## config.mk

```make
export PLATFORM = sky130hd
export DESIGN_NAME = hazard_ctrl
export DESIGN_NICKNAME = d
export VERILOG_FILES = /design/src/rtl/hazard_pkg.sv /design/src/rtl/hazard_ctrl_forward_unit.sv /design/src/rtl/hazard_ctrl.sv
export SDC_FILE = /design/constraint.sdc
export NUM_CORES = 1
export LEC_CHECK = 0
export ABC_AREA = 1
export BUFFER_PORTS_ARGS = -buffer_cell sky130_fd_sc_hd__buf_4
export CORE_ASPECT_RATIO = 0.8
export CORE_MARGIN = 10
export CORE_UTILIZATION = 43
export CTS_CLUSTER_SIZE = 40
export DETAILED_ROUTE_END_ITERATION = 10
export PLACE_DENSITY = 0.84
export SLEW_MARGIN = 0
export SYNTH_ARGS = -nofsm -noshare
export SYNTH_HDL_FRONTEND = slang
export SYNTH_SLANG_ARGS = --single-unit
```

## constraint.sdc

```tcl
create_clock -name clk -period 1.4 [get_ports clk]
set_input_delay 0 -clock clk [delete_from_list [all_inputs] [get_ports clk]]
set_output_delay 0 -clock clk [all_outputs]
set_load 0.05 [all_outputs]
```

## src/rtl/hazard_pkg.sv

```systemverilog
// Shared types and constants for the hazard controller.
package hazard_pkg;

  // EX-stage operand source selects
  typedef enum logic [1:0] {
    FWD_RF  = 2'b00,
    FWD_WB  = 2'b01,
    FWD_MEM = 2'b10
  } fwd_sel_t;

  // resultsrc encoding that marks a load in flight
  localparam logic [1:0] RESULTSRC_LOAD = 2'b01;

  // Memory-wait freeze FSM states
  typedef enum logic {
    RUN  = 1'b0,
    WAIT = 1'b1
  } memwait_state_t;

endpackage

```

## src/rtl/hazard_ctrl_forward_unit.sv

```systemverilog
// Forwarding select for one EX-stage source operand.
// The result in M is younger than the one in W, so M wins when both match.
module forward_unit
  import hazard_pkg::*;
(
  input  logic [4:0] rsE,
  input  logic [4:0] rdM,
  input  logic [4:0] rdW,
  input  logic       regwriteM,
  input  logic       regwriteW,
  output fwd_sel_t   forwardE
);

  // Pick the youngest in-flight producer of rsE; x0 is never forwarded
  always_comb begin
    forwardE = FWD_RF;
    if (regwriteM && (rdM != 5'd0) && (rdM == rsE)) begin
      forwardE = FWD_MEM;
    end else if (regwriteW && (rdW != 5'd0) && (rdW == rsE)) begin
      forwardE = FWD_WB;
    end
  end

endmodule

```

## src/rtl/hazard_ctrl.sv

```systemverilog
// Central hazard controller for the pipelined RISC-V core.
// Produces forwarding selects, stalls and flushes, freezes the whole
// pipeline while the data memory in M is not ready, flags a sticky error
// when a memory wait exceeds TIMEOUT cycles and counts stall cycles.
// Optional macro HAZARD_PERF_EN adds flush and load-use cycle counters;
// without it flush_cnt and loaduse_cnt are tied to zero.
// state_dbg / wait_cnt_dbg expose the memory-wait FSM for observation.
//
// Handshake: the memory access in M is the only valid/ready pair here.
// memaccessM acts as valid, memreadyM as ready; the access completes in
// the cycle both are high, and every cycle with valid high and ready low
// holds F/D/E/M and bubbles W. Stalls come straight from that comparison,
// so an access that is ready at once costs no cycle.
module hazard_ctrl
  import hazard_pkg::*;
#(
  parameter int unsigned TIMEOUT = 255,
  parameter int unsigned WAIT_W  = 8,
  parameter int unsigned CNT_W   = 32
) (
  input  logic                 clk,
  input  logic                 reset,
  input  logic [4:0]           rs1D,
  input  logic [4:0]           rs2D,
  input  logic [4:0]           rs1E,
  input  logic [4:0]           rs2E,
  input  logic [4:0]           rdE,
  input  logic [1:0]           resultsrcE,
  input  logic                 pcsrcE,
  input  logic [4:0]           rdM,
  input  logic [4:0]           rdW,
  input  logic                 regwriteM,
  input  logic                 regwriteW,
  input  logic                 memaccessM,
  input  logic                 memreadyM,
  output logic [1:0]           forwardAE,
  output logic [1:0]           forwardBE,
  output logic                 stallF,
  output logic                 stallD,
  output logic                 stallE,
  output logic                 stallM,
  output logic                 flushD,
  output logic                 flushE,
  output logic                 flushW,
  output logic                 err,
  output logic [CNT_W-1:0]     stall_cycles,
  output logic [CNT_W-1:0]     flush_cnt,
  output logic [CNT_W-1:0]     loaduse_cnt,
  output memwait_state_t       state_dbg,
  output logic [WAIT_W-1:0]    wait_cnt_dbg
);

  localparam logic [WAIT_W-1:0] TIMEOUT_V = WAIT_W'(TIMEOUT);
  localparam logic [WAIT_W-1:0] WAIT_ONE  = WAIT_W'(1);
  localparam logic [CNT_W-1:0]  CNT_ONE   = CNT_W'(1);
  localparam logic [CNT_W-1:0]  CNT_MAX   = '1;

  fwd_sel_t fwd_a;
  fwd_sel_t fwd_b;
  logic     lwstall;
  logic     memstall;

  memwait_state_t    state, state_next;
  logic [WAIT_W-1:0] wait_cnt, wait_next;
  logic              err_next;

  forward_unit u_fwd_a (
    .rsE       (rs1E),
    .rdM       (rdM),
    .rdW       (rdW),
    .regwriteM (regwriteM),
    .regwriteW (regwriteW),
    .forwardE  (fwd_a)
  );

  forward_unit u_fwd_b (
    .rsE       (rs2E),
    .rdM       (rdM),
    .rdW       (rdW),
    .regwriteM (regwriteM),
    .regwriteW (regwriteW),
    .forwardE  (fwd_b)
  );

  assign forwardAE = fwd_a;
  assign forwardBE = fwd_b;

  // Hazard detection: load-use on decode sources, and memory not ready
  always_comb begin
    lwstall  = (resultsrcE == RESULTSRC_LOAD) && (rdE != 5'd0) &&
               ((rdE == rs1D) || (rdE == rs2D));
    memstall = memaccessM && !memreadyM;
  end

  // Stall/flush outputs; a memory wait freezes everything and defers any
  // branch or load-use action until E is released and re-evaluated
  always_comb begin
    stallF = lwstall;
    stallD = lwstall;
    stallE = 1'b0;
    stallM = 1'b0;
    flushD = pcsrcE;
    flushE = lwstall | pcsrcE;
    flushW = 1'b0;
    if (memstall) begin
      stallF = 1'b1;
      stallD = 1'b1;
      stallE = 1'b1;
      stallM = 1'b1;
      flushD = 1'b0;
      flushE = 1'b0;
      flushW = 1'b1;
    end
  end

  // Memory-wait FSM state, wait counter and sticky timeout flag
  always_ff @(posedge clk) begin
    if (reset) begin
      state    <= RUN;
      wait_cnt <= '0;
      err      <= 1'b0;
    end else begin
      state    <= state_next;
      wait_cnt <= wait_next;
      err      <= err_next;
    end
  end

  // Next-state: count consecutive wait cycles, saturating at TIMEOUT
  always_comb begin
    state_next = state;
    wait_next  = wait_cnt;
    err_next   = err;
    case (state)
      RUN: begin
        if (memstall) begin
          state_next = WAIT;
          wait_next  = WAIT_ONE;
        end
      end
      WAIT: begin
        if (memstall) begin
          if (wait_cnt == TIMEOUT_V) begin
            err_next = 1'b1;
          end else begin
            wait_next = wait_cnt + WAIT_ONE;
          end
        end else begin
          state_next = RUN;
          wait_next  = '0;
        end
      end
      default: begin
        state_next = RUN;
        wait_next  = '0;
      end
    endcase
  end

  assign state_dbg    = state;
  assign wait_cnt_dbg = wait_cnt;

  // Saturating count of cycles in which fetch is held
  always_ff @(posedge clk) begin
    if (reset) begin
      stall_cycles <= '0;
    end else if (stallF && (stall_cycles != CNT_MAX)) begin
      stall_cycles <= stall_cycles + CNT_ONE;
    end
  end

`ifdef HAZARD_PERF_EN
  // Saturating counts of taken-branch flushes and load-use stalls,
  // ignoring cycles frozen by a memory wait
  always_ff @(posedge clk) begin
    if (reset) begin
      flush_cnt   <= '0;
      loaduse_cnt <= '0;
    end else begin
      if (pcsrcE && !memstall && (flush_cnt != CNT_MAX)) begin
        flush_cnt <= flush_cnt + CNT_ONE;
      end
      if (lwstall && !memstall && (loaduse_cnt != CNT_MAX)) begin
        loaduse_cnt <= loaduse_cnt + CNT_ONE;
      end
    end
  end
`else
  assign flush_cnt   = '0;
  assign loaduse_cnt = '0;
`endif

endmodule

```

## Word level (Yosys, flattened, before mapping)

Cells that the tools add are included.

- $add $sub $neg: 2
- Eq/ne operators: 11
- Mux-type cells: 12
- Bitwise operators: 2
- Reduce and logical (&&, ||, !) cells: 17

Operators with widths:

| operator | count |
|---|---|
| adder 32 x 1 -> 32 bit (second input constant) | 1 |
| inequality test 32 bit (second input constant) | 1 |
| == test 5 bit | 6 |
| 2-to-1 mux 8 bit | 3 |
| case mux 8 bit (2 select lines) | 1 |
| nonzero test 5 bit | 3 |
| logical AND 1 bit | 10 |
| adder 8 x 1 -> 8 bit (second input constant) | 1 |
| == test 8 bit (second input constant) | 1 |
| 2-to-1 mux 1 bit | 6 |
| 2-to-1 mux 2 bit | 2 |
| inequality test 3 bit (second input constant) | 1 |
| AND reduction 3 bit | 1 |
| == test 2 x 1 -> 1 bit (second input constant) | 1 |
| inequality test 2 bit (second input constant) | 1 |
| AND reduction 2 bit | 1 |
| zero test 1 bit | 1 |
| logical OR 1 bit | 1 |
| NOT 1 bit | 1 |
| OR 1 bit | 1 |

- Flip-flop bits (word level): 42
- Input bits: 44
- Logic and storage cells: 48

## Depth between registers and ports, before layout

Gate-level depths: netlist of run 1.

- Word-level depth: 5
- Mapped depth: 13
- Gate-level depth less buffers: 12

## Hierarchy

A second synthesis of run 1 with hierarchy kept.

- Cells, all modules: 611
- Area total of the unflattened synthesis: 3671.0 um^2

By module, submodules not included:

| module | times used | cells each | area each (um^2) | seq. area each (um^2) |
|---|---|---|---|---|
| hazard_ctrl | 1 | 511 | 3243.1 | 840.8 |
| forward_unit | 2 | 50 | 214.0 | 0.0 |

## Worst setup path after synthesis of run 1

OpenSTA, ideal clock, no wires.

- Kind: register -> register
- From: register stall_cycles[0]
- To: register stall_cycles[13]
- Setup time: 0.117 ns
- Arrival: 1.861 ns
- Path slack: -0.578 ns
- Cell stages (with the launch flop): 12
- Path buffers: 1
- Clock period less this slack: 1.978 ns
- Cell sequence: dfxtp_1 > ha_1 > inv_1 > nor2_4 > nand2_4 > nor2_8 > nand3_4 > buf_6 > nand3_1 > inv_1 > a21oi_1 > nor2_1

- Longest elaborated chain between the ends: 2

Ends and longest elaborated chain:

| what | RTL line | text |
|---|---|---|
| start: declaration | hazard_ctrl.sv:46 | `output logic [CNT_W-1:0] stall_cycles,` |
| start signal: assignment | hazard_ctrl.sv:168 | `stall_cycles <= stall_cycles + CNT_ONE;` |
| parallel branches: the longest is 2 deep, another holds adder 32 x 1 -> 32 bit | n/a |  |

Several ways; the timed one is not identified.
A chain may end at the register's enable or synchronous reset.

## Final worst setup path of run 1

- From: register stall_cycles[13]
- To: register stall_cycles[27]

The elaborated chain is that of the path after synthesis.

==> summary.txt, run 1 <==
Global route
  • Grt total ovfl: 0
  • Number of global-route vias before repair: 3718
  • Largest net degree at the start of global routing: 35
  • All-layer global routing usage: 17.6%
  • First-pass GRT wire length: 17800 um
  • Initial antenna violation count: 0

Place
  • Gpl congestion: 0.906
  • Port buffer count: 96
  • Cell total after placement: 778
  • Post-DP HPWL: 8650 um
  • Dpl ws: -228 ps

Yosys
  • Yosys Warn Count: 0
  • Register area share after synthesis: 24.7%
  • EDFF count, synth: 0
  • Synth cell count leaders: nand2_1, nor2_1, buf_4
  • Ranking of synthesized cells by area: dfxtp_1, buf_4, nand2_1, nor2_1, nand3_1
  • Syn avg cell area: 6.38 um2
  • Async S/R FF share, synth: 0%
  • Synth Flop Type: dfxtp_1
  • Most numerous cell in the Yosys netlist: nand2_1
  • Flops & latches, synth: 42
  • Cell Area, Synth: 3400 um2
  • Yosys cell types: 31
  • Post-synthesis cell count: 534
  • Area share of the largest cell type after synthesis: 24.7%
  • Cell taking the most area after synthesis: dfxtp_1

Hold path
  • Worst min-delay path class: input pin to register

Timing
  • Final worst slack: -288 ps
  • Pins Over Slew Limit: 0
  • Tcrit/Tclk final: 121%
  • Final Hold Fails: 0
  • Clock Skew: 9.58 ps
  • Fmax: 0.592 GHz
  • Finish-stage setup viols: 32
  • Final min period: 1690 ps
  • RSZ-0062 raised after global routing: true

Routing
  • Post-DRT Antenna Nets: 0
  • DRC Markers: 0
  • Via/cell ratio: 4.90
  • DR vias: 3936
  • Drt first pass iters: 6
  • Routed len/inst: 15.2 um
  • DRT Wirelength: 12200 um
  • Number of DRC markers in iteration 0: 370

Die
  • CORE AREA: 7570 um2
  • Die area: 11900 um2
  • Top Ports: 161
  • Die H: 99.6 um
  • Die width: 119 um
  • Starting density of the core: 45.0%
  • Cell row count: 28

Critical path
  • WS Path Type: register to register
  • Crit. End Element: register
  • CP arrival: 1890 ps
  • Setup slack, reg-to-reg: -290 ps
  • CP Max Fanout: 4
  • Worst EP required: 1610 ps
  • CP Launch Type: register

CTS
  • Root Driver: clkbuf_8
  • Clock Latency Late Sink: 310 ps
  • Max Buffers Root-to-Sink: 2
  • CTS tree: done
  • Clock transition at the registers of the reported paths: 90 ps
  • Num CTS Buffers: 5
  • TritonCTS Sinks: 42
  • # H-tree levels: 2

Final layout
  • Filler cell count: 576
  • Final Non-Filler Cells: 803
  • Fraction of layout cells with a size suffix above 1: 45.1%
  • Synth-to-layout area growth: 50.4%
  • Ant. Diodes: 0
  • Nets: 743

Power and ir drop
  • Max IR drop VDD: 426 uV
  • PwrDens: 609 nW/um2
  • Leak: 2.56 nW

Status
  • Status: complete, but fails checks
  • Violated checks: setup timing

Job
  • Max-cap violation count: 0
## layout by cell type (no fill, tap or decap), drive strengths merged, types with 14 or more instances in the layout
master / Yosys / layout
nand3: 46 / 48
conb: 1 / 64
nand2: 121 / 121
a21oi: 39 / 39
inv: 60 / 62
buf: 78 / 168
xnor2: 14 / 14
dfxtp: 42 / 42
nor2: 89 / 89
## metal layers
metal	part of all wire, %	vias up	track usage [%]
li1	-	1875	-
met1	39	1827	19.4
met2	51	194	32.4
met3	8.0	40	5.48
met4	2.7	0	3.89
met5	0	-	0
## kinds of logic after synthesis
family | after synthesis | synth area share, %
compound gates | 45 | 6.91
xor+xnor | 25 | 6.43
fa+ha+maj | 2 | 0.735
buf+inv | 138 | 24.2
flops | 42 | 24.7
other cells | 1 | 0.110
simple gates | 281 | 36.9
## through the flow
stage / util (%) / setup TNS, ps / instance area, um2 / power [mW] / hold WS [ps]
2_1_floorplan: - / -3600 / 3850 / 2.01 / 59.4
3_3_place_gp: 60.4 / -3520 / 4570 / 2.06 / 206
3_5_place_dp: 60.4 / -5130 / 4570 / 2.07 / 214
4_1_cts: 64.7 / -3150 / 4890 / 3.09 / 13.7
5_1_grt: 67.7 / -8710 / 5120 / 3.24 / 31.1
6_report: 67.7 / -5700 / 5120 / 3.12 / 20.9
## path summary, 6_finish.rpt
check / start / end / cells past startpoint
hold / removal: memreadyM / wait_cnt_dbg[1] / 4
setup / recovery: stall_cycles[13] / stall_cycles[27] / 11
hold reg to reg: err / err / 2
setup reg to reg: stall_cycles[13] / stall_cycles[27] / 11
## layout make-up
cell class	count	area (um2)	share of cell area (%)
clock buffers	5	68.8	1.34
repair buffers	169	1300	25.5
inverters	60	228	4.45
flip-flops and latches	42	955	18.6
well taps	105	131	2.57
multi-input cells	419	2390	46.7
clock inverters	3	42.5	0.831
## power by group
group	internal, mW	switching [mW]
clock network	0.534	0.483
registers	1.16	0.0104
logic	0.237	0.696
total	1.93	1.19
## worst max-delay path, cell delays in order, from the launching register on
cell and delay (ps):
dfxtp_4 350, buf_4 120, nand2_1 80, nor2_1 120, buf_4 120, nand4_1 110, nor2_1 130, nand2_1 90
nor2_1 200, nand3_1 120, nand2_1 90, nor2_1 50
## what timing repair did
item / in CTS / in global routing
pin swaps: 20 / 23
cloned: 2 / 0
hold endpoints to repair: 5 / 0
setup buffers: 7 / 7
setup endpoints to repair: 34 / 40
hold buffers: 1 / 0
resized for setup: 40 / 40
## registers in the layout, indices dropped and copies added (netlist names)
| signal | count |
|---|---|
| err | 1 |
| stall_cycles | 32 |
| state_dbg | 1 |
| wait_cnt_dbg | 8 |
Note: power is estimated with default switching activity, not from simulation.
==> inputs of run 2 (changes only) <==
--- a/config.mk
+++ b/config.mk
@@ -9,11 +9,12 @@
 export BUFFER_PORTS_ARGS = -buffer_cell sky130_fd_sc_hd__buf_4
 export CORE_ASPECT_RATIO = 0.8
 export CORE_MARGIN = 10
-export CORE_UTILIZATION = 43
+export CORE_UTILIZATION = 44
 export CTS_CLUSTER_SIZE = 40
 export DETAILED_ROUTE_END_ITERATION = 10
 export PLACE_DENSITY = 0.84
 export SLEW_MARGIN = 0
 export SYNTH_ARGS = -nofsm -noshare
 export SYNTH_HDL_FRONTEND = slang
+export SYNTH_HIERARCHICAL = 1
 export SYNTH_SLANG_ARGS = --single-unit
==> summary.txt, run 2 <==
Critical path
  • Crit. End Element: register
  • CP Launch Type: register
  • WS Path Type: register to register
  • Worst EP required: 1610 ps
  • CP Max Fanout: 8
  • CP arrival: 1890 ps

Die
  • Top Ports: 161
  • CORE AREA: 8020 um2
  • Die area: 12400 um2
  • Die width: 122 um
  • Cell row count: 29
  • Die H: 102 um
  • Starting density of the core: 45.8%

Power and ir drop
  • Max IR drop VDD: 390 uV
  • PwrDens: 587 nW/um2
  • Clock power share: 31.8%
  • Int Pwr: 1.92 mW
  • Part of the power in registers: 37.5%
  • Power, Total: 3.12 mW
  • Leak: 2.62 nW
  • Switching share of power: 38.4%
  • Comb pwr share: 30.7%
  • Switching Power: 1.20 mW

Routing
  • Post-DRT Antenna Nets: 0
  • Routed len/inst: 14.7 um
  • DRC Markers: 0
  • Number of DRC markers in iteration 0: 292
  • DR vias: 4335
  • Via/cell ratio: 4.96
  • DRT Wirelength: 12800 um
  • Drt first pass iters: 4

CTS
  • # H-tree levels: 2
  • Max Buffers Root-to-Sink: 2
  • Num CTS Buffers: 5
  • Clock Latency Late Sink: 310 ps
  • CTS tree: done
  • TritonCTS Sinks: 42
  • Root Driver: clkbuf_8
  • Clock transition at the registers of the reported paths: 90 ps

Final layout
  • Filler cell count: 656
  • Nets: 811
  • Fraction of layout cells with a size suffix above 1: 45.7%
  • Ant. Diodes: 0
  • Largest register by flop count: stall_cycles
  • Commonest non-fill, non-tap cell in the layout: buf_4
  • Max reg flops: 32
  • Final Non-Filler Cells: 874
  • Most frequent cells in the layout: buf_4, nand2_1, nor2_1
  • Synth-to-layout area growth: 45.0%

Status
  • Status: complete, but fails checks
  • Violated checks: setup timing

Yosys
  • Cell taking the most area after synthesis: dfxtp_1
  • Cell Area, Synth: 3670 um2
  • EDFF count, synth: 0
  • Ranking of synthesized cells by area: dfxtp_1, nand2_1, buf_4, nor2_1, inv_1
  • Area share of the largest cell type after synthesis: 22.9%
  • Yosys Warn Count: 6
  • Register area share after synthesis: 22.9%
  • Most numerous cell in the Yosys netlist: nand2_1
  • Syn avg cell area: 6.01 um2
  • Async S/R FF share, synth: 0%
  • Synth Flop Type: dfxtp_1
  • Yosys cell types: 29
  • Flops & latches, synth: 42
  • Post-synthesis cell count: 611
  • Synth cell count leaders: nand2_1, nor2_1, inv_1

Global route
  • Largest net degree at the start of global routing: 39
  • Grt total ovfl: 0
  • Initial antenna violation count: 0
  • First-pass GRT wire length: 18600 um
  • Number of global-route vias before repair: 4023
  • All-layer global routing usage: 17.9%

Hold path
  • Worst min-delay path class: input pin to register

Timing
  • Final Hold Fails: 0
  • Final min period: 1680 ps
  • Pins Over Slew Limit: 0
  • Finish-stage setup viols: 39
  • Tcrit/Tclk final: 120%
  • Final worst slack: -281 ps
  • Clock Skew: 10.6 ps
  • Fmax: 0.595 GHz
  • RSZ-0062 raised after global routing: true

Place
  • Gpl congestion: 0.948
  • Cell total after placement: 853
  • Post-DP HPWL: 9090 um
  • Port buffer count: 96

Job
  • Max-cap violation count: 0
run 2: cell count changes in the layout (fill, tap and decap cells not counted), moves of 6 or more:
| cell | delta |
|---|---|
| nand2_1 | +27 |
| nand2_2 | +12 |
| nor2_2 | +12 |
| nand3_2 | +6 |
| nor2_1 | +12 |
| xnor2_1 | -12 |
| a21oi_1 | -10 |
| inv_2 | +10 |
| buf_4 | -7 |
| xor2_1 | -8 |
| inv_1 | +14 |
| a21oi_2 | +11 |
run 2: power by group through the flow:
stage	registers, mW	logic (mW)	clock network (mW)
floorplan	1.23	0.811	0
global placement	1.20	0.888	0
detailed placement	1.20	0.910	0
CTS	1.17	0.920	0.990
global route	1.17	1.02	1.05
finish	1.17	0.960	0.992
run 2: repair_timing:
item	4_1_cts	5_1_grt
setup buffers	2	9
cloned	1	0
hold buffers	1	0
resized for setup	40	50
pin swaps	29	33
setup endpoints to repair	40	41
endpoints found under the hold margin	5	0
run 2: final cells by class:
type	count	area (um2)	share of cell area (%)
Inverter	84	315	5.92
Tap cell	108	135	2.54
Sequential cell	42	948	17.8
Clock buffer	6	72.6	1.36
Multi-Input combinational cell	471	2570	48.4
Clock inverter	2	36.3	0.682
Timing Repair Buffer	161	1240	23.3
run 2: per-layer routing:
metal | up-vias | share of wire [%] | GRT usage (%)
met1 | 2007 | 39 | 20.6
li1 | 2084 | - | -
met5 | - | 0 | 0
met2 | 212 | 50 | 31.8
met4 | 0 | 2.3 | 5.52
met3 | 32 | 8.5 | 4.50
run 2: cell families after synthesis:
| kind of cell | count (synthesis) | synth area share, % |
|---|---|---|
| adders and majority gates | 2 | 0.682 |
| and+or+nand+nor | 347 | 42.9 |
| DFF | 42 | 22.9 |
| xor gates and xnor gates | 5 | 1.19 |
| AOI/OAI and AO/OA | 52 | 7.23 |
| other | 1 | 0.102 |
| buffers and inverters | 162 | 25.0 |
run 2: path summary, 6_finish.rpt:
kind	slack, ps	cells after the start	endpoint	start
max	-280	10	stall_cycles[30]	stall_cycles[0]
min	50	3	state_dbg	memreadyM
max reg2reg	-280	10	stall_cycles[30]	stall_cycles[0]
min reg2reg	480	2	err	err
run 2: worst max-delay path: stages (launching register included):
cell     delay, ps
dfxtp_4        370
ha_4           130
inv_2           50
nor2_4         150
nand2_2        100
nor2_4         160
nand3_4        200
nand2_4        150
nor2_4          50
a21oi_2        140
nor2_1          60
run 2: metrics by stage:
step	setup TNS (ps)	hold WS [ps]	utilization (%)	area [um2]	setup WS [ps]
after floorplan	-2460	59.4	-	4120	-135
after global placement	-2040	210	59.8	4800	-139
after detailed placement	-4010	218	59.8	4800	-220
after CTS	-4390	44.4	63.4	5090	-188
after global routing	-10790	84.0	66.4	5320	-371
final	-7270	48.9	66.4	5320	-281
==> inputs of run 3 (changes only) <==
--- a/config.mk
+++ b/config.mk
@@ -12,7 +12,8 @@
 export CORE_UTILIZATION = 44
 export CTS_CLUSTER_SIZE = 40
 export DETAILED_ROUTE_END_ITERATION = 10
-export PLACE_DENSITY = 0.84
+export PLACE_DENSITY = 0.78
+export SKIP_CTS_REPAIR_TIMING = 1
 export SLEW_MARGIN = 0
 export SYNTH_ARGS = -nofsm -noshare
 export SYNTH_HDL_FRONTEND = slang
==> summary.txt, run 3 (synthesized netlist as in run 2, its figures left out) <==
Final layout
  • Fraction of layout cells with a size suffix above 1: 39.7%
  • Max reg flops: 32
  • Largest register by flop count: stall_cycles
  • Filler cell count: 700
  • Ant. Diodes: 0
  • Nets: 803
  • Most frequent cells in the layout: buf_4, nand2_1, nor2_1
  • Final Non-Filler Cells: 866
  • Synth-to-layout area growth: 38.9%
  • Commonest non-fill, non-tap cell in the layout: buf_4
  • FF/Latch Area: 948 um2
  • Area of the multi-input gates: 2400 um2

CTS
  • Clock Latency Late Sink: 300 ps
  • # H-tree levels: 2
  • Num CTS Buffers: 5
  • Max Buffers Root-to-Sink: 2
  • CTS tree: done
  • Root Driver: clkbuf_8
  • TritonCTS Sinks: 42
  • Clock transition at the registers of the reported paths: 90 ps

Timing
  • Setup TNS: -5640 ps
  • Tcrit/Tclk final: 116%
  • Clock Skew: 3.51 ps
  • Final Hold Fails: 0
  • Final worst slack: -217 ps
  • Fmax: 0.618 GHz
  • Finish-stage setup viols: 32
  • Final min period: 1620 ps
  • Pins Over Slew Limit: 0
  • RSZ-0062 raised after global routing: true

Critical path
  • Crit. End Element: register
  • CP Max Fanout: 6
  • WS Path Type: register to register
  • CP Launch Type: register
  • CP arrival: 1810 ps
  • Worst EP required: 1600 ps

Power and ir drop
  • PwrDens: 607 nW/um2
  • Power, Total: 3.10 mW
  • Leak: 2.55 nW
  • Max IR drop VDD: 563 uV

Global route
  • Largest net degree at the start of global routing: 36
  • Initial antenna violation count: 0
  • Number of global-route vias before repair: 3840
  • All-layer global routing usage: 15.8%
  • First-pass GRT wire length: 16800 um
  • Grt total ovfl: 0

Routing
  • Drt first pass iters: 5
  • Post-DRT Antenna Nets: 0
  • DR vias: 4050
  • Via/cell ratio: 4.68
  • Routed len/inst: 12.8 um
  • DRT Wirelength: 11100 um
  • Number of DRC markers in iteration 0: 204
  • DRC Markers: 0

Die
  • Cell row count: 29
  • CORE AREA: 8020 um2
  • Die width: 122 um
  • Starting density of the core: 45.8%
  • Die H: 102 um
  • Top Ports: 161
  • Die area: 12400 um2

Place
  • Cell total after placement: 848
  • Post-DP HPWL: 8730 um
  • Gpl congestion: 0.898
  • Port buffer count: 96

Status
  • Violated checks: setup timing
  • Status: complete, but fails checks

Job
  • Max-cap violation count: 0

Hold path
  • Worst min-delay path class: input pin to register
## run 3: worst paths after layout
kind,slack [ps],from,cells after the start,to
worst min register to register,510,stall_cycles[15],2,stall_cycles[15]
worst max-delay path,-220,stall_cycles[0],11,stall_cycles[31]
worst max register to register,-220,stall_cycles[0],11,stall_cycles[31]
worst min-delay path,40,memreadyM,3,state_dbg
## run 3: power by group
group	switching [mW]	internal (mW)	leakage [nW]
Clock	0.461	0.531	0.0504
Combinational	0.711	0.221	2.13
Sequential	0.00998	1.16	0.366
## run 3: area by class of cell
class	instances	area share (%)
well taps	108	2.65
inverters	84	6.23
flip-flops and latches	42	18.6
clock inverters	3	0.883
multi-input cells	471	47.1
clock buffers	5	1.35
repair buffers	153	23.1
## run 3: metrics by stage
| stage | worst slack (ps) | area [um2] | hold slack [ps] | utilization [%] |
|---|---|---|---|---|
| finish | -217 | 5100 | 41.3 | 63.6 |
| floorplan | -135 | 4120 | 59.4 | - |
| global route | -347 | 5100 | 69.6 | 63.6 |
| CTS | -217 | 4870 | -110 | 60.8 |
| detailed placement | -200 | 4760 | 212 | 59.4 |
| global placement | -134 | 4760 | 210 | 59.4 |
## run 3: per-layer routing
layer	routed length (um)	up-vias	GRT usage, %
met3	1060	10	4.95
met4	89	0	4.07
met1	4430	1830	18.4
met2	5500	155	27.4
li1	-	2055	-
met5	0	-	0
## run 3: critical path: stages (launching register included)
cell,delay (ps)
dfxtp_4,370
ha_4,130
inv_2,40
nor2_4,160
nand2_2,90
nor2_4,130
buf_4,140
nand3_4,120
nand2_2,90
nor2_2,40
a21oi_1,130
nor2_1,50
